$ cat src/rtl/game_pkg.sv
// Shared types and helpers for the game controller: state encoding and
// the mapping from menu mode to the winning score.
package game_pkg;

  typedef enum logic [1:0] {
    ST_MENU     = 2'd0,
    ST_PLAY     = 2'd1,
    ST_CONTINUE = 2'd2,
    ST_FINAL    = 2'd3
  } game_state_e;

  // Points needed to win in a given mode.
  function automatic int unsigned mode_target(input int unsigned mode,
                                              input int unsigned win_step);
    return (mode + 1) * win_step;
  endfunction

  // Index width that stays at least one bit for degenerate counts.
  function automatic int unsigned idx_w(input int unsigned n);
    return (n > 1) ? $clog2(n) : 1;
  endfunction

endpackage

$ cat src/rtl/game_ctrl_fsm_if.sv
// Bundle of key inputs, score events and status outputs of the game controller.
// Inputs are plain levels; only their 0->1 transitions act as events. Outputs are
// registered and valid every cycle, so there is no valid/ready handshake.
interface game_ctrl_fsm_if #(
  parameter int NUM_PLAYERS = 2,
  parameter int SCORE_W     = 6,
  parameter int NUM_MODES   = 4
);

  localparam int MODE_W = game_pkg::idx_w(NUM_MODES);
  localparam int WIN_W  = game_pkg::idx_w(NUM_PLAYERS);

  logic                           space_i;
  logic                           sellect_up_i;
  logic                           sellect_down_i;
  logic [NUM_PLAYERS-1:0]         score_event_i;
  logic [NUM_PLAYERS*SCORE_W-1:0] score_o;
  logic [MODE_W-1:0]              mode_o;
  logic                           is_menu_o;
  logic                           is_playing_o;
  logic                           is_continue_o;
  logic                           is_final_o;
  logic                           reset_o;
  logic [WIN_W-1:0]               winner_o;
  logic                           draw_o;
  game_pkg::game_state_e          state_dbg_o;

  modport master (
    output space_i, sellect_up_i, sellect_down_i, score_event_i,
    input  score_o, mode_o, is_menu_o, is_playing_o, is_continue_o, is_final_o,
    input  reset_o, winner_o, draw_o, state_dbg_o
  );

  modport slave (
    input  space_i, sellect_up_i, sellect_down_i, score_event_i,
    output score_o, mode_o, is_menu_o, is_playing_o, is_continue_o, is_final_o,
    output reset_o, winner_o, draw_o, state_dbg_o
  );

endinterface

$ cat src/rtl/pos_edge_detect.sv
// Rising-edge detector: one-cycle pulse when the input goes from 0 to 1.
module pos_edge_detect (
  input  logic clk_i,
  input  logic reset_i,
  input  logic sig_i,
  output logic edge_o
);

  logic prev_q;

  always_ff @(posedge clk_i) begin
    if (reset_i) begin
      prev_q <= 1'b0;
    end else begin
      prev_q <= sig_i;
    end
  end

  assign edge_o = sig_i & ~prev_q;

endmodule

$ cat src/rtl/game_ctrl_fsm.sv
// Match controller: menu mode selection, scoring, pause between rounds and
// final result, driven by edge-detected keys and per-player hit events.
module game_ctrl_fsm
  import game_pkg::*;
#(
  parameter int NUM_PLAYERS = 2,
  parameter int SCORE_W     = 6,
  parameter int NUM_MODES   = 4,
  parameter int WIN_STEP    = 3,
  parameter int ROUND_DELAY = 120
) (
  input logic             clk_i,
  input logic             reset_i,
  game_ctrl_fsm_if.slave  bus
);

  localparam int MODE_W = idx_w(NUM_MODES);
  localparam int WIN_W  = idx_w(NUM_PLAYERS);
  localparam int CNT_W  = idx_w(ROUND_DELAY);

  localparam logic [SCORE_W-1:0] SCORE_MAX = '1;
  localparam logic [MODE_W-1:0]  MODE_MAX  = MODE_W'(NUM_MODES - 1);
  localparam logic [CNT_W-1:0]   CNT_LAST  = CNT_W'(ROUND_DELAY - 1);

  logic                   space_edge;
  logic                   up_edge;
  logic                   down_edge;
  logic [NUM_PLAYERS-1:0] score_edge;

  pos_edge_detect u_space_edge (
    .clk_i   (clk_i),
    .reset_i (reset_i),
    .sig_i   (bus.space_i),
    .edge_o  (space_edge)
  );

  pos_edge_detect u_up_edge (
    .clk_i   (clk_i),
    .reset_i (reset_i),
    .sig_i   (bus.sellect_up_i),
    .edge_o  (up_edge)
  );

  pos_edge_detect u_down_edge (
    .clk_i   (clk_i),
    .reset_i (reset_i),
    .sig_i   (bus.sellect_down_i),
    .edge_o  (down_edge)
  );

  for (genvar g = 0; g < NUM_PLAYERS; g++) begin : g_score_edge
    pos_edge_detect u_score_edge (
      .clk_i   (clk_i),
      .reset_i (reset_i),
      .sig_i   (bus.score_event_i[g]),
      .edge_o  (score_edge[g])
    );
  end

  game_state_e                        state_q;
  logic [MODE_W-1:0]                  mode_q;
  logic [NUM_PLAYERS-1:0][SCORE_W-1:0] score_q;
  logic [WIN_W-1:0]                   winner_q;
  logic                               draw_q;
  logic [CNT_W-1:0]                   cnt_q;
  logic                               is_menu_q;
  logic                               is_play_q;
  logic                               is_cont_q;
  logic                               is_final_q;
  logic                               round_rst_q;

  logic [MODE_W-1:0]                   mode_d;
  logic [NUM_PLAYERS-1:0][SCORE_W-1:0] score_d;
  logic [NUM_PLAYERS-1:0]              reached;
  logic [WIN_W-1:0]                    lead_idx;
  logic                                lead_found;
  logic                                tie;
  logic                                timeout;
  int unsigned                         target;

  // Menu selection: opposing edges in the same cycle cancel out.
  always_comb begin
    mode_d = mode_q;
    if (up_edge && !down_edge && (mode_q != MODE_MAX)) begin
      mode_d = mode_q + 1'b1;
    end else if (down_edge && !up_edge && (mode_q != '0)) begin
      mode_d = mode_q - 1'b1;
    end
  end

  // Scores as they would be after this cycle's hits, plus who reached the target.
  always_comb begin
    target     = mode_target(32'(mode_q), WIN_STEP);
    score_d    = score_q;
    reached    = '0;
    lead_idx   = '0;
    lead_found = 1'b0;
    for (int p = 0; p < NUM_PLAYERS; p++) begin
      if (score_edge[p] && (score_q[p] != SCORE_MAX)) begin
        score_d[p] = score_q[p] + 1'b1;
      end
      reached[p] = (32'(score_d[p]) >= target);
      if (reached[p] && !lead_found) begin
        lead_idx   = WIN_W'(p);
        lead_found = 1'b1;
      end
    end
    tie = ($countones(reached) > 1);
  end

  assign timeout = (ROUND_DELAY != 0) && (cnt_q == CNT_LAST);

  // Status flags follow the state register one cycle behind it.
  always_ff @(posedge clk_i) begin
    if (reset_i) begin
      state_q     <= ST_MENU;
      mode_q      <= '0;
      score_q     <= '0;
      winner_q    <= '0;
      draw_q      <= 1'b0;
      cnt_q       <= '0;
      is_menu_q   <= 1'b0;
      is_play_q   <= 1'b0;
      is_cont_q   <= 1'b0;
      is_final_q  <= 1'b0;
      round_rst_q <= 1'b1;
    end else begin
      is_menu_q   <= (state_q == ST_MENU);
      is_play_q   <= (state_q == ST_PLAY);
      is_cont_q   <= (state_q == ST_CONTINUE);
      is_final_q  <= (state_q == ST_FINAL);
      round_rst_q <= (state_q != ST_PLAY);

      case (state_q)
        ST_MENU: begin
          mode_q <= mode_d;
          if (space_edge) begin
            score_q <= '0;
            state_q <= ST_PLAY;
          end
        end

        ST_PLAY: begin
          score_q <= score_d;
          if (|reached) begin
            winner_q <= lead_idx;
            draw_q   <= tie;
            state_q  <= ST_FINAL;
          end else if (|score_edge) begin
            cnt_q   <= '0;
            state_q <= ST_CONTINUE;
          end
        end

        ST_CONTINUE: begin
          if (space_edge || timeout) begin
            state_q <= ST_PLAY;
          end else begin
            cnt_q <= cnt_q + 1'b1;
          end
        end

        ST_FINAL: begin
          if (space_edge) begin
            score_q <= '0;
            state_q <= ST_MENU;
          end
        end

        default: begin
          state_q <= ST_MENU;
        end
      endcase
    end
  end

  assign bus.score_o       = score_q;
  assign bus.mode_o        = mode_q;
  assign bus.is_menu_o     = is_menu_q;
  assign bus.is_playing_o  = is_play_q;
  assign bus.is_continue_o = is_cont_q;
  assign bus.is_final_o    = is_final_q;
  assign bus.reset_o       = round_rst_q;
  assign bus.winner_o      = winner_q;
  assign bus.draw_o        = draw_q;
  assign bus.state_dbg_o   = state_q;

endmodule

$ cat src/flat_wrapper.sv
// flat-port wrapper written by rule: the top's interface ports become plain ports
module game_ctrl_fsm_flat import game_pkg::*;
#(
  parameter int NUM_PLAYERS = 2,
  parameter int SCORE_W     = 6,
  parameter int NUM_MODES   = 4,
  parameter int WIN_STEP    = 3,
  parameter int ROUND_DELAY = 120
)
  (clk_i, reset_i, bus_space_i, bus_sellect_up_i, bus_sellect_down_i, bus_score_event_i, bus_score_o, bus_mode_o, bus_is_menu_o, bus_is_playing_o, bus_is_continue_o, bus_is_final_o, bus_reset_o, bus_winner_o, bus_draw_o, bus_state_dbg_o);
  game_ctrl_fsm_if #(.NUM_PLAYERS(NUM_PLAYERS), .SCORE_W(SCORE_W), .NUM_MODES(NUM_MODES)) bus_i ();
  input logic clk_i;
  input logic reset_i;
  input wire logic [$bits(bus_i.space_i)-1:0] bus_space_i;
  input wire logic [$bits(bus_i.sellect_up_i)-1:0] bus_sellect_up_i;
  input wire logic [$bits(bus_i.sellect_down_i)-1:0] bus_sellect_down_i;
  input wire logic [$bits(bus_i.score_event_i)-1:0] bus_score_event_i;
  output wire logic [$bits(bus_i.score_o)-1:0] bus_score_o;
  output wire logic [$bits(bus_i.mode_o)-1:0] bus_mode_o;
  output wire logic [$bits(bus_i.is_menu_o)-1:0] bus_is_menu_o;
  output wire logic [$bits(bus_i.is_playing_o)-1:0] bus_is_playing_o;
  output wire logic [$bits(bus_i.is_continue_o)-1:0] bus_is_continue_o;
  output wire logic [$bits(bus_i.is_final_o)-1:0] bus_is_final_o;
  output wire logic [$bits(bus_i.reset_o)-1:0] bus_reset_o;
  output wire logic [$bits(bus_i.winner_o)-1:0] bus_winner_o;
  output wire logic [$bits(bus_i.draw_o)-1:0] bus_draw_o;
  output wire logic [$bits(bus_i.state_dbg_o)-1:0] bus_state_dbg_o;
  assign bus_i.space_i = bus_space_i;
  assign bus_i.sellect_up_i = bus_sellect_up_i;
  assign bus_i.sellect_down_i = bus_sellect_down_i;
  assign bus_i.score_event_i = bus_score_event_i;
  assign bus_score_o = bus_i.score_o;
  assign bus_mode_o = bus_i.mode_o;
  assign bus_is_menu_o = bus_i.is_menu_o;
  assign bus_is_playing_o = bus_i.is_playing_o;
  assign bus_is_continue_o = bus_i.is_continue_o;
  assign bus_is_final_o = bus_i.is_final_o;
  assign bus_reset_o = bus_i.reset_o;
  assign bus_winner_o = bus_i.winner_o;
  assign bus_draw_o = bus_i.draw_o;
  assign bus_state_dbg_o = bus_i.state_dbg_o;
  game_ctrl_fsm #(.NUM_PLAYERS(NUM_PLAYERS), .SCORE_W(SCORE_W), .NUM_MODES(NUM_MODES), .WIN_STEP(WIN_STEP), .ROUND_DELAY(ROUND_DELAY)) u_core (.clk_i(clk_i), .reset_i(reset_i), .bus(bus_i));
endmodule
$ cat config.mk
export PLATFORM = sky130hd
export DESIGN_NAME = game_ctrl_fsm_flat
export DESIGN_NICKNAME = d
export VERILOG_FILES = /design/src/rtl/game_pkg.sv /design/src/rtl/game_ctrl_fsm_if.sv /design/src/rtl/pos_edge_detect.sv /design/src/rtl/game_ctrl_fsm.sv /design/src/flat_wrapper.sv
export SDC_FILE = /design/constraint.sdc
export NUM_CORES = 1
export LEC_CHECK = 0
export ABC_AREA = 1
export BUFFER_PORTS_ARGS = -buffer_cell sky130_fd_sc_hd__buf_2
export CAP_MARGIN = 40
export CORE_MARGIN = 8
export CORE_UTILIZATION = 25
export CTS_CLUSTER_DIAMETER = 60
export DETAILED_ROUTE_END_ITERATION = 10
export GPL_TIMING_DRIVEN = 0
export PLACE_DENSITY = 0.42
export SYNTH_ARGS = -nofsm -noshare
export SYNTH_HDL_FRONTEND = slang
export SYNTH_SLANG_ARGS = --single-unit
$ cat constraint.sdc
create_clock -name clk_i -period 3.1 [get_ports clk_i]
set_clock_uncertainty 0.2 [all_clocks]
set_input_delay 0.31 -clock clk_i [delete_from_list [all_inputs] [get_ports clk_i]]
set_output_delay 0.31 -clock clk_i [all_outputs]
set_load 0.05 [all_outputs]
==> results.md <==
- Met3 WL: 217 microns
- Std cell rows: 34
- Worst Tran Pin Value: 615 ps
- Clk_lat worst skew: 290 ps
- Final WS setup: 235 ps
- CP Buf/Inv Count: 3
- Max FO, Critical Path: 10
- Reg2Reg Setup Slack: 240 ps
- Power Total: 1.86 mW
- Final core utilization: between 30% and 40%
- Pwr Density: between 700 and 800 nW/um^2
- Met2 wire length: 2360 microns
- Status: finished, final reports clean
- Critical Path RT: 3090 ps
- Die area: roughly 12000 sq um
- Worst path max stage delay: about 360 ps
- Slew Viols, Final: 0
- Dpl ws: 150 ps
- Final net count: approximately 370
- Routed via count: between 1500 and 2000
- GP Congestion: ~0.78
- Synth-to-Final Area Change: 18.7%
- Hold path startpoint: bus_sellect_up_i
- Die Span Y: between 100 and 150 microns
- Cells after DPL: approximately 440
- RSZ-0062 raised after global routing: false
- WHS Path Cells: 3
- Highest Clock Rate: 349 MHz
- Clock root cell: clkbuf_8
- Reg clk slew, reported paths: 70 ps
- Starting Density: 25.4%
- Syn Inst Count: between 300 and 400
- Top layer in use: met4
- Initial antenna violation count: 0
- CP Depth: 20
- Post-synthesis cell area: 2170 sq um
- CTS tree: yes
- Final setup fails: 0
- Critical-path top delay cell: dfxtp_2
- Vias per cell: roughly 4.3
- Core area: roughly 8600 sq um
- Post-route DRC: 0
- Max-cap violations: 0
- GRT Resource Usage Total: 9.51%
- Slew margin rel.: 59.0%
- Largest net degree at the start of global routing: 11
- Clock tree buffer depth: 2
- Routed Antenna Nets: 0
- Layout cell share with drive strength beyond 1: 19.6%
- Worst hold path type: input port to flip-flop
- Total CTS buffers: 5
- Synth warn: 0
- FF-to-FF Start: u_core.bus.score_o[0]
- Startpoint type of the worst setup path: flip-flop
- CP Data Arrival Time: about 2900 ps
- Worst Hold End: u_core.u_up_edge.prev_q
- Peak VDD IR: about 340 uV
- H-tree Lvls: 2
- WL final: approximately 5300 microns
- CTS sink count: 35
- Worst path cell trace: ha_1, inv_1, nor2_2, nand2_1, nand2_2, inv_2, nand4_1, xnor2_2, ha_1, a21oi_1, nand2_1, nand2_1, nand2_1, nor2_2, nand2_2, nand2_4, buf_8, nand3_1, nand2_1, nor2_1
- Static leakage: 1.21 nW
- Nature of the critical path endpoint: flip-flop
- Synth Net Count: about 340
- Detailed placement HPWL: 4080 microns
- Number of placed I/O pins: 30
- TNS Setup: 0 ps
- Commonest non-fill, non-tap cell in the layout: nand2_1
- Placed cell areas: 2450 sq um
- Tcrit/Tclk final: 92.4%
- Vias in the first global route: 1874
- Reg-to-Reg End: u_core.cnt_q[2]
- M1 wire length: about 2600 microns
- Initial DRC count: 50
- Endpoints failing hold: 0
- ANT cells: 0
- CP Class: flip-flop to flip-flop
- Wire per inst: 11.6 microns
- IO Port Bufs: 29
- Synth unique cells: 30
- Die width: between 100 and 150 microns
- Syn Area/Cell: 7.07 sq um
- Final instance area: 2580 sq um
- Register area share after synthesis: between 30% and 40%
- First-pass GRT wire length: 8960 microns
- Gr ovfl total: 0
- Final min period: 2860 ps
- Commonest non-fill, non-tap cells in the layout: nand2_1, inv_1, nor2_1, dfxtp_1, buf_2
- Final Non-Filler Cells: between 400 and 500
- CP top delay family: simple AND/OR/NAND/NOR gates
- Synth Register Bits: 35
- WHS: 35.7 ps
- Worst reg2reg path depth: 20
- Pre-Repair DR Iteration Count: 4
- Most used cell, CP: nand2_1
==> power breakdown <==
part / leakage, nW / internal, mW / total (mW) / switching (mW)
Clock: 0.0422 / 0.158 / 0.329 / 0.171
Sequential: 0.288 / 0.533 / 0.603 / 0.0707
Combinational: 0.880 / 0.305 / 0.924 / 0.619
Total: 1.21 / 0.996 / 1.86 / 0.861
==> cell usage after synthesis <==
cell type	number	area, sq um
a21boi_4	1	18.8
a21oi_1	26	130
a21oi_2	3	26.3
a22o_1	1	8.76
a31oi_1	1	6.26
buf_8	1	15.0
clkbuf_1	4	15.0
clkbuf_4	1	7.51
clkinv_1	1	3.75
dfxtp_1	35	701
ha_1	21	263
inv_1	39	146
nand2_1	80	300
nand2_2	5	31.3
nand2_4	1	11.3
nand3_1	15	75.1
nand3b_1	2	15.0
nand4_1	3	18.8
nor2_1	31	116
nor2_2	3	18.8
nor2_4	3	33.8
nor3_1	5	25.0
nor3b_1	1	7.51
o211ai_1	1	7.51
o21ai_0	6	30.0
o21bai_1	1	7.51
o31ai_1	1	7.51
or2_2	3	18.8
xnor2_1	7	61.3
xor2_1	5	43.8
==> what timing repair did <==
item / CTS / global route
gates resized for setup: 0 / 9
hold buffers: 0 / 0
setup endpoints to repair: 0 / 9
setup buffers: 0 / 3
endpoints found under the hold margin: 0 / 0
==> how the worst max path moves through the flow <==
stage	start	to	slack, ps
after floorplan	u_core.bus.score_o[0]	u_core.cnt_q[2]	110
after global placement	u_core.bus.score_o[0]	u_core.cnt_q[3]	130
after detailed placement	u_core.bus.score_o[0]	u_core.cnt_q[3]	150
after CTS	u_core.bus.score_o[0]	u_core.cnt_q[2]	120
after global routing	u_core.bus.score_o[0]	u_core.cnt_q[3]	10
final	u_core.bus.score_o[0]	u_core.cnt_q[2]	240
==> flip-flops by register name, summed over array words and instances (netlist names) <==
register                                 cells
u_core.u_down_edge.prev_q                    1
u_core.bus.draw_o                            1
u_core.bus.is_continue_o                     1
u_core.u_space_edge.prev_q                   1
u_core.bus.winner_o                          1
u_core.g_score_edge.u_score_edge.prev_q      2
u_core.bus.is_playing_o                      1
u_core.bus.is_final_o                        1
u_core.bus.state_dbg_o                       2
u_core.bus.mode_o                            2
u_core.cnt_q                                 7
u_core.bus.is_menu_o                         1
u_core.bus.reset_o                           1
u_core.u_up_edge.prev_q                      1
u_core.bus.score_o                          12
==> layout make-up <==
class	count	area, sq um
clock inverters	1	5.00
clock buffers	7	76.3
repair buffers	32	168
flip-flops and latches	35	706
inverters	40	150
multi-input cells	226	1300
fillers	975	5970
plain buffers	6	37.5
well taps	108	135
==> routing by layer <==
metal  track usage, %  up-vias
met1             12.0      857
met5                0        -
met4             3.18        0
met3             2.25        7
li1                 -     1046
met2             15.5       24
==> logic make-up after synthesis <==
logic type	after synthesis	share of synthesized area [%]
DFF	35	32.3
adders and majority gates	21	12.1
and+or+nand+nor	152	31.0
AOI/OAI and AO/OA	41	11.2
xor gates and xnor gates	12	4.84
buffers and inverters	46	8.65
==> worst min-delay path, stage by stage <==
cell	delay, ps
buf_2	70
inv_1	40
nor2_1	70
(Power assumes the default switching activity.)
